`config.mk`:
```
export PLATFORM = sky130hd
export DESIGN_NAME = div_sched
export DESIGN_NICKNAME = d
export VERILOG_FILES = /design/src/rtl/div_sched.sv
export SDC_FILE = /design/constraint.sdc
export NUM_CORES = 1
export LEC_CHECK = 0
export CORE_ASPECT_RATIO = 1.4
export CORE_MARGIN = 2
export CORE_UTILIZATION = 30
export CTS_CLUSTER_DIAMETER = 40
export DETAILED_ROUTE_END_ITERATION = 8
export DONT_BUFFER_PORTS = 1
export PLACE_DENSITY = 0.56
export REMOVE_ABC_BUFFERS = 1
export SLEW_MARGIN = 20
export SYNTH_ARGS = -nofsm -noshare
export SYNTH_HDL_FRONTEND = slang
export SYNTH_SLANG_ARGS = --single-unit
```
`constraint.sdc`:
```
create_clock -name clk -period 2.25 [get_ports clk]
set_input_delay 0.5625 -clock clk [delete_from_list [all_inputs] [get_ports clk]]
set_output_delay 0.5625 -clock clk [all_outputs]
set_load 0.05 [all_outputs]
```
`src/rtl/div_sched.sv`:
```
// div_sched: divider sequencer for the EX stage.
// Takes one divide request at a time, issues its operands to the signed or unsigned divider core
// over two independent AXI-Stream channels, captures the {quot, rem} result and presents it to EX.
// Operations already handed to a core cannot be aborted, so a flush after the first operand
// handshake drains and discards that core's result. A one-entry cache answers a repeated request
// (same signedness and operands) without touching a core.
//
// Ports:
//   clk, reset                 clock, synchronous active-high reset
//   flush                      kills the current request/response
//   req_*                      request handshake and operands from EX
//   resp_*                     result handshake back to EX (resp_ack consumes)
//   div_*_tdata                operands shared by both cores
//   sdiv_* / udiv_*            per-core operand channel valids/readies and result channel
module div_sched #(
  parameter int unsigned WIDTH    = 32,
  parameter int unsigned CACHE_EN = 1
) (
  input  logic               clk,
  input  logic               reset,
  input  logic               flush,
  input  logic               req_valid,
  input  logic               req_signed,
  input  logic [WIDTH-1:0]   req_src1,
  input  logic [WIDTH-1:0]   req_src2,
  output logic               req_ready,
  output logic               resp_valid,
  output logic [WIDTH-1:0]   resp_quot,
  output logic [WIDTH-1:0]   resp_rem,
  input  logic               resp_ack,
  output logic [WIDTH-1:0]   div_dividend_tdata,
  output logic [WIDTH-1:0]   div_divisor_tdata,
  output logic               sdiv_dividend_tvalid,
  output logic               sdiv_divisor_tvalid,
  input  logic               sdiv_dividend_tready,
  input  logic               sdiv_divisor_tready,
  input  logic               sdiv_dout_tvalid,
  input  logic [2*WIDTH-1:0] sdiv_dout_tdata,
  output logic               udiv_dividend_tvalid,
  output logic               udiv_divisor_tvalid,
  input  logic               udiv_dividend_tready,
  input  logic               udiv_divisor_tready,
  input  logic               udiv_dout_tvalid,
  input  logic [2*WIDTH-1:0] udiv_dout_tdata
);

  typedef enum logic [2:0] {StIdle, StIssue, StWait, StDone, StDrain} state_e;

  state_e           state_q, state_d;
  logic [WIDTH-1:0] src1_q, src1_d, src2_q, src2_d;
  logic             sgn_q, sgn_d;
  logic             dvd_acc_q, dvd_acc_d, dvs_acc_q, dvs_acc_d;
  logic             flush_pend_q, flush_pend_d;
  logic [WIDTH-1:0] quot_q, quot_d, rem_q, rem_d;
  logic             cv_q, cv_d, c_sgn_q, c_sgn_d;
  logic [WIDTH-1:0] c_src1_q, c_src1_d, c_src2_q, c_src2_d;
  logic [WIDTH-1:0] c_quot_q, c_quot_d, c_rem_q, c_rem_d;

  logic               dvd_tvalid, dvs_tvalid, dvd_hs, dvs_hs, dvd_done, dvs_done;
  logic               dout_v, hit;
  logic [2*WIDTH-1:0] dout_d;

  // Channel valids are decoded from registered state only.
  assign dvd_tvalid = (state_q == StIssue) && !dvd_acc_q;
  assign dvs_tvalid = (state_q == StIssue) && !dvs_acc_q;
  assign dvd_hs     = dvd_tvalid && (sgn_q ? sdiv_dividend_tready : udiv_dividend_tready);
  assign dvs_hs     = dvs_tvalid && (sgn_q ? sdiv_divisor_tready : udiv_divisor_tready);
  assign dvd_done   = dvd_acc_q || dvd_hs;
  assign dvs_done   = dvs_acc_q || dvs_hs;
  assign dout_v     = sgn_q ? sdiv_dout_tvalid : udiv_dout_tvalid;
  assign dout_d     = sgn_q ? sdiv_dout_tdata : udiv_dout_tdata;

  assign hit = (CACHE_EN != 0) && cv_q && (c_sgn_q == req_signed) &&
               (c_src1_q == req_src1) && (c_src2_q == req_src2);

  always_comb begin
    state_d      = state_q;
    src1_d       = src1_q;
    src2_d       = src2_q;
    sgn_d        = sgn_q;
    dvd_acc_d    = dvd_acc_q;
    dvs_acc_d    = dvs_acc_q;
    flush_pend_d = flush_pend_q;
    quot_d       = quot_q;
    rem_d        = rem_q;
    cv_d         = cv_q;
    c_sgn_d      = c_sgn_q;
    c_src1_d     = c_src1_q;
    c_src2_d     = c_src2_q;
    c_quot_d     = c_quot_q;
    c_rem_d      = c_rem_q;
    unique case (state_q)
      StIdle: begin
        if (req_valid && !flush) begin
          src1_d = req_src1;
          src2_d = req_src2;
          sgn_d  = req_signed;
          if (hit) begin
            quot_d  = c_quot_q;
            rem_d   = c_rem_q;
            state_d = StDone;
          end else begin
            dvd_acc_d    = 1'b0;
            dvs_acc_d    = 1'b0;
            flush_pend_d = 1'b0;
            state_d      = StIssue;
          end
        end
      end
      StIssue: begin
        dvd_acc_d = dvd_done;
        dvs_acc_d = dvs_done;
        if (dvd_done && dvs_done) begin
          state_d = (flush || flush_pend_q) ? StDrain : StWait;
        end else if (flush) begin
          // Nothing reached the core yet: abandon. Otherwise the core already holds one operand,
          // so the other must still be sent and the result drained.
          if (!dvd_done && !dvs_done) state_d = StIdle;
          else                         flush_pend_d = 1'b1;
        end
      end
      StWait: begin
        if (flush) begin
          // A result arriving with the flush is itself the drained result.
          state_d = dout_v ? StIdle : StDrain;
        end else if (dout_v) begin
          quot_d   = dout_d[2*WIDTH-1:WIDTH];
          rem_d    = dout_d[WIDTH-1:0];
          cv_d     = 1'b1;
          c_sgn_d  = sgn_q;
          c_src1_d = src1_q;
          c_src2_d = src2_q;
          c_quot_d = dout_d[2*WIDTH-1:WIDTH];
          c_rem_d  = dout_d[WIDTH-1:0];
          state_d  = StDone;
        end
      end
      StDone: begin
        if (flush || resp_ack) state_d = StIdle;
      end
      StDrain: begin
        if (dout_v) state_d = StIdle;
      end
      default: state_d = StIdle;
    endcase
  end

  always_ff @(posedge clk) begin
    if (reset) begin
      state_q      <= StIdle;
      src1_q       <= '0;
      src2_q       <= '0;
      sgn_q        <= 1'b0;
      dvd_acc_q    <= 1'b0;
      dvs_acc_q    <= 1'b0;
      flush_pend_q <= 1'b0;
      quot_q       <= '0;
      rem_q        <= '0;
      cv_q         <= 1'b0;
      c_sgn_q      <= 1'b0;
      c_src1_q     <= '0;
      c_src2_q     <= '0;
      c_quot_q     <= '0;
      c_rem_q      <= '0;
    end else begin
      state_q      <= state_d;
      src1_q       <= src1_d;
      src2_q       <= src2_d;
      sgn_q        <= sgn_d;
      dvd_acc_q    <= dvd_acc_d;
      dvs_acc_q    <= dvs_acc_d;
      flush_pend_q <= flush_pend_d;
      quot_q       <= quot_d;
      rem_q        <= rem_d;
      cv_q         <= cv_d;
      c_sgn_q      <= c_sgn_d;
      c_src1_q     <= c_src1_d;
      c_src2_q     <= c_src2_d;
      c_quot_q     <= c_quot_d;
      c_rem_q      <= c_rem_d;
    end
  end

  assign req_ready            = (state_q == StIdle);
  assign resp_valid           = (state_q == StDone);
  assign resp_quot            = quot_q;
  assign resp_rem             = rem_q;
  assign div_dividend_tdata   = src1_q;
  assign div_divisor_tdata    = src2_q;
  assign sdiv_dividend_tvalid = dvd_tvalid && sgn_q;
  assign sdiv_divisor_tvalid  = dvs_tvalid && sgn_q;
  assign udiv_dividend_tvalid = dvd_tvalid && !sgn_q;
  assign udiv_divisor_tvalid  = dvs_tvalid && !sgn_q;

endmodule

```
==> results of run 1 <==
-- synthesized netlist by cell type (all sizes together), types with 2 or more instances --
cell     count
nor3         6
inv          9
nor4         4
clkbuf      71
nor2       146
mux2i      129
o22ai        2
nand2b       2
nor2b        3
o211ai       3
a211oi      64
xnor2       51
mux2         3
nand4       13
nand3        5
o21ai       68
dfxtp      265
buf         34
o221ai       2
a2111oi      3
a21oi      136
xor2         7
nand2      331
-- kinds of logic after synthesis --
kind of cell / Yosys count / synth area share
simple gates: 516 / 0.179
compound gates: 285 / 0.146
flops: 265 / 0.466
mux: 132 / 0.116
buf+inv: 114 / 0.0481
xor+xnor: 58 / 0.0446
-- what timing repair did --
item                                    4_1_cts  5_1_grt
cloned                                        1        2
pin swaps                                     3       13
resized for setup                            39       18
endpoints found under the setup margin       69       69
buffers inserted                              7        3
-- final timing paths --
check	start	to	depth (start not counted)
worst max register to register	c_src2_q[11]	resp_rem[0]	11
worst min register to register	c_src1_q[7]	c_src1_q[7]	2
worst max-delay path	c_src2_q[11]	resp_rem[0]	11
worst min-delay path	reset	c_rem_q[23]	1
-- stage by stage --
step | utilization | TNS, ns | hold WS [ns] | std cells | instance area (sq um)
finish | 0.365 | -8.08 | 0.139 | 1867 | 13700
global route | 0.365 | -16.76 | 0.109 | 1867 | 13700
CTS | 0.362 | -9.39 | 0.107 | 1863 | 13600
detailed placement | 0.320 | -29.89 | 0.444 | 1784 | 12000
global placement | 0.320 | -30.56 | 0.448 | 1784 | 12000
floorplan | - | -1362.69 | 0.430 | 1265 | 10900
-- metal layers --
| layer | up-vias | track usage |
|---|---|---|
| li1 | 4615 | - |
| met1 | 4220 | 0.178 |
| met2 | 299 | 0.267 |
| met3 | 50 | 0.0514 |
| met4 | 0 | 0.0504 |
| met5 | - | 0 |
-- cell type report --
class | count | area [sq um] | share of cell area
tap | 473 | 592 | 0.0432
timing repair buffer | 58 | 732 | 0.0534
multi-input combinational | 991 | 5680 | 0.415
clock inverter | 21 | 245 | 0.0179
clock buffer | 50 | 1100 | 0.0802
sequential | 265 | 5320 | 0.388
inverter | 9 | 33.8 | 0.00246
-- sequential cells by signal, summed over array words and instances (netlist names) --
name                count
dvs_acc_q               1
dvd_acc_q               1
cv_q                    1
c_src2_q               32
c_src1_q               32
resp_rem               32
sgn_q                   1
c_quot_q               32
flush_pend_q            1
div_divisor_tdata      32
div_dividend_tdata     32
state_q                 3
c_rem_q                32
resp_quot              32
c_sgn_q                 1
-- report_power, final --
group          switching (W)  leakage [nW]  total (W)  internal [W]
Clock                0.00234         0.657    0.00621       0.00387
Sequential          0.000290          2.15    0.00509       0.00480
Combinational       0.000368          1.61   0.000654      0.000286
Total                0.00300          4.42     0.0120       0.00896
-- critical path: stages (launching register included) --
cell       delay [ns]
dfxtp_2          0.32
xor2_1           0.13
a221o_1          0.27
a2111oi_2        0.21
nand4_1          0.20
buf_6            0.18
o31ai_4          0.21
buf_6            0.15
buf_12           0.16
clkbuf_16        0.19
mux2i_1          0.18
nor2_1           0.06
-- layout by cell type, fill, tap and decap left out, drive strengths merged, types with 2 or more instances in the layout --
| cell | n |
|---|---|
| o211ai | 3 |
| nand4 | 13 |
| a2111oi | 3 |
| a211oi | 64 |
| dfxtp | 265 |
| clkbuf | 52 |
| clkinvlp | 3 |
| inv | 16 |
| nand2 | 331 |
| nor2b | 3 |
| o21ai | 68 |
| nor2 | 146 |
| xnor2 | 51 |
| nor4 | 4 |
| clkinv | 8 |
| mux2 | 3 |
| o22ai | 2 |
| buf | 56 |
| mux2i | 129 |
| nand2b | 2 |
| a21oi | 136 |
| o221ai | 2 |
| bufinv | 3 |
| nor3 | 6 |
| nand3 | 5 |
| xor2 | 7 |
==> metrics, run 1 <==
outcome finished, violations left; failing checks setup timing; RSZ-0062 raised after global routing yes; Sink Count 265; Netlist Area Pre-Place 11,400 sq um; ys flop type dfxtp_1; area delta synth->final 20.4%; met2 WL 15,800 um; max-cap violation count 0; share of layout cells above drive strength 1 0.121; ANT nets after route 0; PortBufs 0; post-DP HPWL 21,100 um; Routed WL per cell 17.1 um; DR pass1 iterations 5; global-route wire length before repair 48,500 um; Tmin final 2.44 ns; CP required 2.64 ns; DP Worst Slack -0.508 ns; Max Clk Rate 410 MHz; clk_lat worst skew 0.52 ns; synth top area cells dfxtp_1 47%, mux2i_1 11%, nand2_1 11%; Peak VDD IR 0.513 mV; vias per inst 4.92; Worst Max-Slew Pin Slew 0.647 ns; Tcrit/Tclk final 1.08; number of synthesized flops with an enable pin 0; drt total wl 31,800 um; area of the core 37,500 sq um; GR Util All Layers 0.154; Residual DRC 0; Worst R2R Setup Slack -0.19 ns; nets 1,568; Setup Skew 0.0241 ns; Yosys reg bits 265; routed wl met3 2630 um; Distinct cells, synth 42; Die ar. 39,600 sq um; clock root cell clkbuf_16; clock buffer count from CTS 39; fin worst setup slack -0.190 ns; Design Power 0.0120 W; Vias 9,184; Startpoint Class flop; Synth async-reset ratio 0; H-Tree Level Count 2; synth warn 0; Final Slew Violations 0; top cell type's share of synthesized area 0.466; Post-CTS Hold Fix Bufs 0; GP Congestion 0.772; clock-pin transition on the worst setup and hold timing paths 0.06 ns; cell taking the most area after synthesis dfxtp_1; post-synthesis sequential area ratio 0.466; TritonCTS clock tree yes; Rel. slew slack 0.569; grt total ovfl 0; crit path capture type flop; largest net degree at the start of global routing 267; Die Ht 235 um; met1 WL 12,600 um; Syn Inst Count 1,370; Starting Density 0.304; DRT iter0 DRCs 611; Rows 84; HP Class in -> reg; ant diodes 0; critical-path maximum fanout 8; Power Density 872 nW/um^2; number of global-route vias before repair 8,665; initial antenna violation count 0; Max clock buf depth 3; top layer in use met4; leakage 4.42 nW; Worst Path Arrival 2.83 ns; setup violators final 64; critical path class reg -> reg; die width 169 um; Final Hold Viols 0; fill cell total of the finished layout 3,779; Ports 338; Avg Synthesized Cell Area 8.31 sq um
Power figures use the tool's default switching activity.
==> run 2: changes to the inputs <==
--- a/config.mk
+++ b/config.mk
@@ -5,13 +5,15 @@
 export SDC_FILE = /design/constraint.sdc
 export NUM_CORES = 1
 export LEC_CHECK = 0
+export CELL_PAD_IN_SITES_DETAIL_PLACEMENT = 0
+export CELL_PAD_IN_SITES_GLOBAL_PLACEMENT = 1
 export CORE_ASPECT_RATIO = 1.4
 export CORE_MARGIN = 2
 export CORE_UTILIZATION = 30
 export CTS_CLUSTER_DIAMETER = 40
 export DETAILED_ROUTE_END_ITERATION = 8
 export DONT_BUFFER_PORTS = 1
-export PLACE_DENSITY = 0.56
+export PLACE_DENSITY = 0.69
 export REMOVE_ABC_BUFFERS = 1
 export SLEW_MARGIN = 20
 export SYNTH_ARGS = -nofsm -noshare
==> metrics, run 2 (synthesized netlist as in run 1, its figures left out) <==
share of layout cells above drive strength 1 0.104 (was 0.121); Routed WL per cell 16.9 um (was 17.1 um); DR pass1 iterations 4 (was 5); clock root cell clkbuf_16 (unchanged); nets 1,558 (was 1,568); PortBufs 0 (unchanged); CP peak stage delay 0.33 ns (was 0.32 ns); failing checks setup timing (unchanged); critical path class reg -> reg (unchanged); clk_lat worst skew 0.52 ns (about the same); vias per inst 4.90 (was 4.92); Tcrit/Tclk final 1.03 (was 1.08); Post-CTS Hold Fix Bufs 0 (unchanged); die width 169 um (unchanged); DRT iter0 DRCs 529 (was 611); Vias 9,086 (was 9,184); Sink Count 265 (unchanged); drt total wl 31,300 um (was 31,800 um); CP required 2.64 ns (about the same); GR Util All Layers 0.151 (was 0.154); Final Slew Violations 0 (unchanged); met2 WL 15,100 um (was 15,800 um); setup violators final 53 (was 64); grt total ovfl 0 (unchanged); Setup Skew 0.0207 ns (was 0.0241 ns); leakage 4.26 nW (was 4.42 nW); Startpoint Class flop (unchanged); Die Ht 235 um (unchanged); fin worst setup slack -0.0618 ns (was -0.190 ns); commonest cells after routing, fill and taps aside 330 x nand2_1, 257 x dfxtp_1, 143 x nor2_1 (was 330 x nand2_1, 252 x dfxtp_1, 142 x nor2_1); area of the core 37,500 sq um (unchanged); clock-pin transition on the worst setup and hold timing paths 0.06 ns (about the same); RR Startpoint c_src2_q[31] (was c_src2_q[11]); most common cell after layout, fill and taps aside nand2_1 (unchanged); Worst Max-Slew Pin Slew 0.641 ns (was 0.647 ns); CP Capture Point resp_rem[26] (was resp_rem[0]); outcome finished, violations left (unchanged); largest net degree at the start of global routing 267 (unchanged); global-route wire length before repair 47,700 um (was 48,500 um); Max clock buf depth 3 (unchanged); Worst Path Arrival 2.70 ns (was 2.83 ns); crit-path cells xnor2_2 > nand4_1 > nor4_2 > buf_4 > nand4_1 > o31ai_4 > buf_12 > buf_12 > mux2i_1 > nor2_1 (was xor2_1 > a221o_1 > a2111oi_2 > nand4_1 > buf_6 > o31ai_4 > buf_6 > buf_12 > clkbuf_16 > mux2i_1 > nor2_1); met1 WL 12,600 um (about the same); routed wl met3 2870 um (was 2630 um); post-DP HPWL 21,000 um (was 21,100 um); RSZ-0062 raised after global routing yes (unchanged); CP top delay family simple AND/OR/NAND/NOR gates (was compound AO/OA/AOI/OAI gates); number of global-route vias before repair 8,394 (was 8,665); initial antenna violation count 1 (was 0); CP Buf/Inv Count 3 (was 4); dpl cells 1,786 (was 1,784); Rows 84 (unchanged); critical-path maximum fanout 17 (was 8); max-cap violation count 0 (unchanged); Residual DRC 0 (unchanged); clock buffer count from CTS 36 (was 39); r2r endpoint resp_rem[26] (was resp_rem[0]); Max Clk Rate 433 MHz (was 410 MHz); CP Depth 10 (was 11); TritonCTS clock tree yes (unchanged); worst setup path startpoint c_src2_q[31] (was c_src2_q[11]); GP Congestion 0.728 (was 0.772); Starting Density 0.304 (unchanged); area delta synth->final 17.4% (was 20.4%); top layer in use met5 (was met4); Worst path slowest cell dfxtp_2 (unchanged); Tmin final 2.31 ns (was 2.44 ns); Worst R2R Setup Slack -0.06 ns (was -0.19 ns); crit path capture type flop (unchanged); Peak VDD IR 0.499 mV (was 0.513 mV); ANT nets after route 0 (unchanged); HP Class in -> reg (unchanged); non-filler instance count after layout 1,854 (was 1,867); Ports 338 (unchanged); Final Hold Viols 0 (unchanged); setup TNS -1.59 ns (was -8.08 ns); R2R depth 10 (was 11); Rel. slew slack 0.572 (was 0.569); Power Density 847 nW/um^2 (was 872 nW/um^2); Die ar. 39,600 sq um (unchanged); H-Tree Level Count 2 (unchanged)
[run 2: changes by cell type in the layout (fill, tap and decap cells not counted), moves of 2 or more]
cell        change
dfxtp_2         -6
clkinvlp_4      +2
buf_16          -2
buf_12          +3
buf_6           -7
buf_8           -3
mux2i_2         -2
clkinv_2        -3
clkinv_4        +3
dfxtp_1         +5
buf_4           +4
clkbuf_16       -6
mux2i_1         +2
inv_8           -3
[run 2: power breakdown]
group / leakage, nW / total (W) / internal, W / switching, W
registers: 2.15 / 0.00509 / 0.00480 / 0.000289
logic: 1.55 / 0.000633 / 0.000274 / 0.000359
clock network: 0.563 / 0.00561 / 0.00339 / 0.00222
total: 4.26 / 0.0113 / 0.00846 / 0.00286
[run 2: stage by stage]
step	worst slack (ns)	utilization	cell area [sq um]	total power, W	hold slack (ns)
2_1_floorplan	-7.32	-	10900	0.00563	0.430
3_3_place_gp	-0.558	0.321	12100	0.00581	0.445
3_5_place_dp	-0.530	0.321	12100	0.00582	0.448
4_1_cts	-0.161	0.355	13300	0.0115	0.106
5_1_grt	-0.286	0.356	13400	0.0118	0.0960
6_report	-0.0618	0.356	13400	0.0113	0.130
[run 2: cell type report]
cell class              instances  area, sq um
well taps                     473          592
repair buffers                 51          593
inverters                       9         36.3
flip-flops and latches        265         5320
multi-input cells             991         5640
clock buffers                  46          990
clock inverters                18          191
fillers                      3894        24200
diodes                          1         2.50
[run 2: timing repair]
| action | in CTS | in global routing |
|---|---|---|
| endpoints found under the setup margin | 67 | 69 |
| pin swaps | 1 | 1 |
| gates resized for setup | 21 | 7 |
| setup buffers | 3 | 0 |
| cloned | 0 | 0 |
[run 2: worst reg2reg max path, delay by kind of cell, from the launching register on]
family                 cells  cell delay, ns
AO/OA/AOI/OAI              1            0.30
AND/OR/NAND/NOR            4            0.64
flip-flops                 1            0.33
multiplexers               1            0.22
buffers and inverters      3            0.56
XOR/XNOR                   1            0.14
[run 2: worst min path at each step]
stage                      start           end  slack, ns  depth (start not counted)
floorplan           c_src1_q[15]  c_src1_q[15]       0.43                          2
global placement    c_src2_q[29]  c_src2_q[29]       0.45                          2
detailed placement   c_src1_q[7]   c_src1_q[7]       0.45                          2
CTS                        reset   c_rem_q[30]       0.11                          1
global route               reset   c_rem_q[30]        0.1                          1
finish                     reset   c_rem_q[30]       0.13                          1
[run 2: metal layers]
metal / vias up / track usage
met5: - / 0
met4: 2 / 0.0439
met3: 40 / 0.0518
met2: 299 / 0.259
met1: 4155 / 0.180
li1: 4590 / -
==> run 3: changes to the inputs <==
==> constraint.sdc (replaced) <==
create_clock -name clk -period 2.25 [get_ports clk]
set_input_delay 0.3375 -clock clk [delete_from_list [all_inputs] [get_ports clk]]
set_output_delay 0.3375 -clock clk [all_outputs]
set_load 0.05 [all_outputs]
==> metrics, run 3 (synthesized netlist as in run 1, its figures left out) <==
outcome finished, violations left (unchanged); failing checks hold timing, setup timing (was setup timing); max-cap violation count 0 (unchanged); Worst Max-Slew Pin Slew 0.652 ns (was 0.641 ns); critical path class reg -> reg (unchanged); drt total wl 32,700 um (was 31,300 um); commonest cells after routing, fill and taps aside 330 x nand2_1, 258 x dfxtp_1, 143 x nor2_1 (was 330 x nand2_1, 257 x dfxtp_1, 143 x nor2_1); most common cell after layout, fill and taps aside nand2_1 (unchanged); crit path capture type flop (unchanged); CP required 2.65 ns (was 2.64 ns); Flop pwr share 0.424 (was 0.449); Worst path slowest cell nor4_4 (was dfxtp_2); Logic pwr share 0.058 (was 0.056); clock-pin transition on the worst setup and hold timing paths 0.06 ns (about the same); clock buffer count from CTS 39 (was 36); Power Density 857 nW/um^2 (was 847 nW/um^2); gr busiest metal met2 (unchanged); Die Ht 235 um (unchanged); DP Worst Slack -0.372 ns (was -0.530 ns); initial antenna violation count 0 (was 1); NetSw 0.00301 W (was 0.00286 W); met3 global-route usage 0.0481 (was 0.0518); setup violators final 64 (was 53); Routed WL per cell 17.1 um (was 16.9 um); Tmin final 2.35 ns (was 2.31 ns); Max Clk Rate 425 MHz (was 433 MHz); critical-path maximum fanout 14 (was 17); met1 Use GR 0.190 (was 0.180); Min Hold Slack -0.0962 ns (was 0.130 ns); DR pass1 iterations 5 (was 4); leakage 4.55 nW (was 4.26 nW); CP top delay family simple AND/OR/NAND/NOR gates (unchanged); share of layout cells above drive strength 1 0.106 (was 0.104); H-Tree Level Count 2 (unchanged); GP Congestion 0.712 (was 0.728); largest net degree at the start of global routing 267 (unchanged); area of the core 37,500 sq um (unchanged); TritonCTS clock tree yes (unchanged); GR Util All Layers 0.156 (was 0.151); Max clock buf depth 3 (unchanged); Final Hold Viols 54 (was 0); die width 169 um (unchanged); clock root cell clkbuf_16 (unchanged); sw frac 0.251 (was 0.253); Worst Path Arrival 2.75 ns (was 2.70 ns); DRT iter0 DRCs 460 (was 529); clock share of power 0.517 (was 0.495); Rel. slew slack 0.565 (was 0.572); post-DP HPWL 21,100 um (was 21,000 um); clk_lat worst skew 0.53 ns (was 0.52 ns); ANT nets after route 0 (unchanged); ant diodes 0 (was 1); Startpoint Class flop (unchanged); Residual DRC 0 (unchanged); Ports 338 (unchanged); Sink Count 265 (unchanged); setup TNS -4.14 ns (was -1.59 ns); CP Buf/Inv Count 3 (unchanged); number of global-route vias before repair 8,842 (was 8,394); Setup Skew 0.0203 ns (was 0.0207 ns); Peak VDD IR 0.520 mV (was 0.499 mV); Core Util, Final 0.373 (was 0.356); vias per inst 4.89 (was 4.90); crit-path cells xnor2_1 > nand4_1 > nor4_4 > buf_4 > nand4_1 > o31ai_4 > buf_12 > buf_12 > mux2i_1 > nor2_1 (was xnor2_2 > nand4_1 > nor4_2 > buf_4 > nand4_1 > o31ai_4 > buf_12 > buf_12 > mux2i_1 > nor2_1); area delta synth->final 22.9% (was 17.4%); fin worst setup slack -0.103 ns (was -0.0618 ns); Die ar. 39,600 sq um (unchanged); CP peak stage delay 0.34 ns (was 0.33 ns); Vias 9,351 (was 9,086); nets 1,615 (was 1,558); Tcrit/Tclk final 1.05 (was 1.03); RSZ-0062 raised after global routing yes (unchanged); Rows 84 (unchanged); global-route wire length before repair 49,100 um (was 47,700 um); grt total ovfl 0 (unchanged); Int Power 0.00898 W (was 0.00846 W); Design Power 0.0120 W (was 0.0113 W); HP Class in -> reg (unchanged); met2 Track Usage GR 0.264 (was 0.259); Starting Density 0.304 (unchanged); Final Slew Violations 0 (unchanged); PortBufs 0 (unchanged)
[run 3: changes by cell type in the layout (fill, tap and decap cells not counted), sizes merged]
cell,delta
buf,+1
clkinvlp,-2
clkbuf,+3
bufinv,+1
or3b,+1
dlygate4sd3,+52
diode,-1
clkinv,+2
inv,+3
[run 3: through the flow]
step                instances  instance area, sq um  hold slack [ns]
floorplan                1265                 10900            0.407
global placement         1787                 12000            0.430
detailed placement       1787                 12000            0.430
CTS                      1908                 13900           -0.119
global route             1914                 14000           -0.120
finish                   1914                 14000          -0.0962
[run 3: layout make-up]
class | instances | area, sq um
Sequential cell | 265 | 5320
Clock inverter | 22 | 238
Inverter | 9 | 33.8
Clock buffer | 49 | 1100
Tap cell | 473 | 592
Timing Repair Buffer | 104 | 1060
Fill cell | 3840 | 23500
Multi-Input combinational cell | 992 | 5670
[run 3: timing repair]
item | 4_1_cts | 5_1_grt
setup buffers | 1 | 2
cloned | 0 | 1
hold buffers | 49 | 3
pin swaps | 1 | 0
resized for setup | 16 | 7
endpoints found under the hold margin | 265 | 257
setup endpoints to repair | 65 | 71
[run 3: path summary, 6_finish.rpt]
| path | start | end | slack, ns | depth (start not counted) |
|---|---|---|---|---|
| max | c_src2_q[31] | resp_rem[18] | -0.10 | 10 |
| min reg2reg | c_src2_q[29] | c_src2_q[29] | 0.46 | 2 |
| min | reset | c_rem_q[27] | -0.1 | 1 |
| max reg2reg | c_src2_q[31] | resp_rem[18] | -0.10 | 10 |
[run 3: per-layer routing]
metal	share of wire	vias to the layer above	wire [um]
met3	0.077	46	2540
li1	-	4724	-
met5	0	-	0
met4	0.020	0	669
met1	0.42	4293	13600
met2	0.49	288	15900
[run 3: worst register-to-register path: cells and delay by family (launching register included)]
kind,cells,cell delay (ns)
flops,1,0.32
buf+inv,3,0.56
xor+xnor,1,0.14
mux,1,0.20
simple gates,4,0.70
compound gates,1,0.30
[run 3: power by group through the flow]
| stage | logic, W | registers [W] | clock network, W |
|---|---|---|---|
| floorplan | 0.000447 | 0.00518 | 0 |
| global placement | 0.000611 | 0.00519 | 0 |
| detailed placement | 0.000619 | 0.00519 | 0 |
| CTS | 0.000702 | 0.00509 | 0.00638 |
| global route | 0.000782 | 0.00510 | 0.00659 |
| finish | 0.000700 | 0.00509 | 0.00620 |
